$ cat config.mk
export PLATFORM = sky130hd
export DESIGN_NAME = serial_word_loader
export DESIGN_NICKNAME = d
export VERILOG_FILES = /design/src/rtl/serial_word_loader_pkg.sv /design/src/rtl/serial_shift_in.sv /design/src/rtl/serial_word_loader.sv
export SDC_FILE = /design/constraint.sdc
export NUM_CORES = 1
export LEC_CHECK = 0
export ABC_AREA = 0
export CAP_MARGIN = 20
export CORE_UTILIZATION = 46
export CTS_BUF_LIST = sky130_fd_sc_hd__clkbuf_16
export DETAILED_ROUTE_END_ITERATION = 12
export PLACE_DENSITY = 0.69
export REMOVE_ABC_BUFFERS = 1
export SYNTH_ARGS = -nofsm -noshare
export SYNTH_HDL_FRONTEND = slang
export SYNTH_SLANG_ARGS = --single-unit
$ cat constraint.sdc
create_clock -name clock -period 1.5 [get_ports clock]
set_input_delay 0.15 -clock clock [delete_from_list [all_inputs] [get_ports clock]]
set_output_delay 0.15 -clock clock [all_outputs]
set_load 0.01 [all_outputs]
$ cat src/rtl/serial_word_loader_pkg.sv
// serial_word_loader_pkg: issue FSM state encoding and WAIT_LOW timeout shared by the loader
package serial_word_loader_pkg;

    typedef enum logic [1:0] {
        S_IDLE      = 2'd0,
        S_WAIT_LOW  = 2'd1,
        S_WAIT_HIGH = 2'd2
    } state_t;

    // cycles spent in S_WAIT_LOW with core_ready still high before assuming an instant core
    localparam int WAIT_LOW_TIMEOUT = 2;

endpackage

$ cat src/rtl/serial_shift_in.sv
// serial_shift_in: serial-to-parallel shift register with bit counter and word_done pulse
//   clock, reset      : rising-edge clock, async active-high reset
//   ser_bit, ser_valid: serial bit, sampled on edges where ser_valid=1
//   word              : completed word including the current ser_bit (valid with word_done)
//   word_done         : high in the cycle the nBits-th bit is presented
//   bit_cnt           : bits collected in the current partial word
module serial_shift_in #(
    parameter int  nBits    = 8,
    parameter bit  msbFirst = 1'b1,
    localparam int CW       = $clog2(nBits + 1)
) (
    input  logic             clock,
    input  logic             reset,
    input  logic             ser_bit,
    input  logic             ser_valid,
    output logic [nBits-1:0] word,
    output logic             word_done,
    output logic [CW-1:0]    bit_cnt
);

    logic [nBits-1:0] sr;

    // word is the shift register after this bit, so the completing bit is part of it
    assign word      = msbFirst ? {sr[nBits-2:0], ser_bit} : {ser_bit, sr[nBits-1:1]};
    assign word_done = ser_valid && (bit_cnt == CW'(nBits - 1));

    always_ff @(posedge clock or posedge reset) begin
        if (reset) begin
            sr      <= '0;
            bit_cnt <= '0;
        end else if (ser_valid) begin
            sr      <= word;
            bit_cnt <= word_done ? '0 : bit_cnt + 1'b1;
        end
    end

endmodule

$ cat src/rtl/serial_word_loader.sv
// serial_word_loader: assembles serial bits into words, buffers one, and issues it to the counting core
//   clock, reset      : rising-edge clock, async active-high reset
//   ser_bit, ser_valid: serial input bit and its qualifier
//   core_ready        : core status, 1 = idle/done, 0 = processing
//   in_data, start    : word to the core and its one-cycle request pulse
//   word_pending      : holding register has a word not yet issued
//   overrun           : sticky, a completed word was dropped because the holding register was full
//   bit_cnt           : bits collected in the current partial word
module serial_word_loader
    import serial_word_loader_pkg::*;
#(
    parameter int  nBits    = 8,
    parameter bit  msbFirst = 1'b1,
    localparam int CW       = $clog2(nBits + 1)
) (
    input  logic             clock,
    input  logic             reset,
    input  logic             ser_bit,
    input  logic             ser_valid,
    input  logic             core_ready,
    output logic [nBits-1:0] in_data,
    output logic             start,
    output logic             word_pending,
    output logic             overrun,
    output logic [CW-1:0]    bit_cnt
);

    state_t           state, state_n;
    logic [nBits-1:0] hold, word;
    logic             word_done, issue, accept;
    logic [1:0]       wait_cnt;

    serial_shift_in #(.nBits(nBits), .msbFirst(msbFirst)) u_shift (
        .clock    (clock),
        .reset    (reset),
        .ser_bit  (ser_bit),
        .ser_valid(ser_valid),
        .word     (word),
        .word_done(word_done),
        .bit_cnt  (bit_cnt)
    );

    // a word finishing on the issue edge can reuse the slot being vacated
    assign accept = word_done && (!word_pending || issue);

    always_comb begin
        state_n = state;
        issue   = 1'b0;
        unique case (state)
            S_IDLE: begin
                if (word_pending && core_ready) begin
                    issue   = 1'b1;
                    state_n = S_WAIT_LOW;
                end
            end
            S_WAIT_LOW:
                state_n = !core_ready ? S_WAIT_HIGH :
                          (wait_cnt == 2'(WAIT_LOW_TIMEOUT - 1)) ? S_IDLE : S_WAIT_LOW;
            S_WAIT_HIGH:
                state_n = core_ready ? S_IDLE : S_WAIT_HIGH;
            default:
                state_n = S_IDLE;
        endcase
    end

    always_ff @(posedge clock or posedge reset) begin
        if (reset) begin
            state        <= S_IDLE;
            wait_cnt     <= 2'd0;
            hold         <= '0;
            in_data      <= '0;
            start        <= 1'b0;
            word_pending <= 1'b0;
            overrun      <= 1'b0;
        end else begin
            state        <= state_n;
            wait_cnt     <= (state == S_WAIT_LOW) ? wait_cnt + 2'd1 : 2'd0;
            start        <= issue;
            word_pending <= accept | (word_pending & ~issue);
            if (issue)
                in_data <= hold;
            if (accept)
                hold <= word;
            if (word_done && !accept)
                overrun <= 1'b1;
        end
    end

endmodule

==> impl_metrics.yaml <==
status:
  status: "finished, violations left"
  violations: "negative setup slack"
place:
  dp_cells: 146
  place_congestion: 0.728
  pre_cts_slack_ns: -0.357
  dp_hpwl_mm: 1.54
  io_buffers: 19
synth:
  synth_top_family_by_area: "multiplexers"
  synth_compound_area_frac: 0.0315
  avgSynthCellArea_sq_um: 15.3
  muxShareOfSynthArea: 0.214
  synthAdderAreaFrac: 0.0191
  syn_area_sq_um: 1310
  yosysSeqAreaShare: 0.648
  synth_cell_types: 22
  synth_seq_cells: 34
  synth_cells: 86
  ys_warn_count: 0
  synthXorXnorAreaFrac: 0.00667
  synthSimpleGateAreaFrac: 0.0667
pwr:
  p_int_w: 0.00270
  p_leak_nw: 0.862
  clkPwrFrac: 0.255
  seq_power_share: 0.403
  switching_share: 0.265
  p_per_area_nw_per_um2: 1980
  finalPower_w: 0.00367
  p_switching_w: 0.000974
  p_comb_frac: 0.342
  ir_drop_uv: 1410
timing:
  min_period_ns: 1.55
  rsz0062_at_grt: "yes"
  fin_ws_ns: -0.0481
  hold_violations: 0
  drv_slew: 0
  skew_ns: 0.00522
  fmax_mhz: 646
  timing.final.crit_share: 1.03
  tightestPinTransition_ns: 0.422
  setup_viol_count_final: 8
  max-slew-margin-rel: 0.719
  whs_ns: 0.274
route:
  first_iter_violations: 16
  route.detailed.drc: 0
  wl_mm: 2.35
  drtAntennaViolNets: 0
  wl_per_cell_microns: 15.1
  num_vias: 802
  drt_first_pass_iters: 4
  vias_per_cell: 5.17
setup_path:
  cpMaxStageDelayCell: "or3b_4"
  critPathRequiredTime_ns: 1.65
  slowest_delay_ns: 0.44
  critPathLaunchType: "register"
  critPathCaptureType: "register"
  cp_data_arrival_time_ns: 1.70
  path_max_fanout: 8
  path_class: "register to register"
  crit_path_cell_trace: "or3b_4 > a21oi_4 > buf_12 > mux2_4"
run:
  maxCapViolCount: 0
clock_tree:
  hold_buffers: 0
  cts.sinks: 34
  cts_tree: "built"
  clockRootBuffer: "clkbuf_16"
  clock_path_buffers: 2
  numCtsBuffers: 5
  htreeDepth: 2
  clock_latency_ns: 0.27
  path_clk_slew_ns: 0.05
floorplan:
  die_h_microns: 55.4
  core_sq_um: 2730
  io_pins: 20
  start_util: 0.480
  rows: 19
  die_w_microns: 55.4
  dieArea_sq_um: 3070
hold_path:
  hp-class: "input port to asynchronous set/reset pin"
global_route:
  grt_overflow: 0
  grt_pass1_wl_mm: 4.13
  grt_pass1_vias: 904
  grt_use_total: 0.181
  antenna_found_initial: 0
  grt_max_degree: 35
cells_and_area:
  final_nets: 131
  stdcell_count: 155
  antenna_cells: 0
  syn2layout_area_growth_pct: 41.4
  final_cell_mix: "dfrtp_1 (34), clkdlybuf4s50_1 (19), mux2_4 (16)"
  final_common_cell: "dfrtp_1"
  drive_gt1_frac: 0.379
  fin_util: 0.679
  fillCellCount: 196
kinds of logic after synthesis:
group,count (synthesis)
compound gates,5
mux,25
buf+inv,5
fa+ha+maj,2
simple gates,14
flops,34
xor+xnor,1
path summary, 6_finish.rpt:
path                            cells past startpoint           to  slack, ns        start
max in group asynchronous                           3   in_data[0]       0.92        reset
worst max-delay path                                4      hold[1]      -0.05     state[0]
worst min register to register                      1  wait_cnt[0]       0.45  wait_cnt[0]
min in group clock                                  1  wait_cnt[0]       0.45  wait_cnt[0]
worst max register to register                      4      hold[1]      -0.05     state[0]
worst min-delay path                                3      overrun       0.27        reset
state kept, by name, summed over array words and instances, names as in the netlist:
register and cells:
start 1, overrun 1, hold 8, u_shift.bit_cnt 4
word_pending 1, in_data 8, u_shift.sr 7, state 2
wait_cnt 2
power by group through the flow:
stage          Sequential, W  Combinational, W  Clock [W]
6_report             0.00148           0.00126   0.000935
5_1_grt              0.00153           0.00135   0.000985
4_1_cts              0.00148           0.00126   0.000951
3_5_place_dp         0.00147           0.00110          0
3_3_place_gp         0.00146           0.00106          0
2_1_floorplan        0.00152          0.000458          0
timing repair:
| item | in CTS | in global routing |
|---|---|---|
| endpoints found under the setup margin | 16 | 16 |
| buffers inserted | 1 | 1 |
| gates resized for setup | 16 | 0 |
| pin swaps | 2 | 2 |
critical path: cells and delay by family, from the launching register on:
kind	cells	cell delay (ns)
simple gates	1	0.44
flops	1	0.37
mux	1	0.30
buf+inv	1	0.15
compound gates	1	0.16
cell type report:
| class | count | area [sq um] | share of cell area |
|---|---|---|---|
| clock buffers | 5 | 125 | 0.0674 |
| clock inverters | 2 | 10.0 | 0.00539 |
| inverters | 4 | 15.0 | 0.00809 |
| multi-input cells | 47 | 503 | 0.271 |
| flip-flops and latches | 34 | 851 | 0.459 |
| well taps | 31 | 38.8 | 0.0209 |
| repair buffers | 32 | 313 | 0.169 |
synthesized netlist by cell type, drive strengths merged:
library cell | number | area (sq um)
a21oi | 2 | 21.3
buf | 1 | 3.75
ha | 2 | 25.0
o21ai | 1 | 5.00
mux2 | 24 | 270
o21bai | 1 | 7.51
xnor2 | 1 | 8.76
nand4b | 1 | 8.76
mux2i | 1 | 10.0
inv | 4 | 15.0
nand2b | 2 | 12.5
dfrtp | 34 | 851
nand2 | 3 | 11.3
nand4 | 1 | 6.26
a21o | 1 | 7.51
nand3 | 1 | 5.00
nor3 | 1 | 5.00
nor2 | 3 | 18.8
and3b | 1 | 8.76
or3b | 1 | 11.3
through the flow:
stage / instance area, sq um / TNS (ns)
floorplan: 1310 / -0.447
global placement: 1630 / -4.69
detailed placement: 1630 / -4.81
CTS: 1850 / -0.428
global route: 1860 / -0.813
finish: 1860 / -0.324
per-layer routing:
metal / vias up / global-route usage / share of wire
met4: 0 / 0.129 / 0.037
met3: 10 / 0.0492 / 0.036
met2: 17 / 0.284 / 0.49
met1: 403 / 0.214 / 0.44
li1: 372 / - / -
met5: - / 0 / 0
No activity file was read; power rests on OpenSTA's default activity.
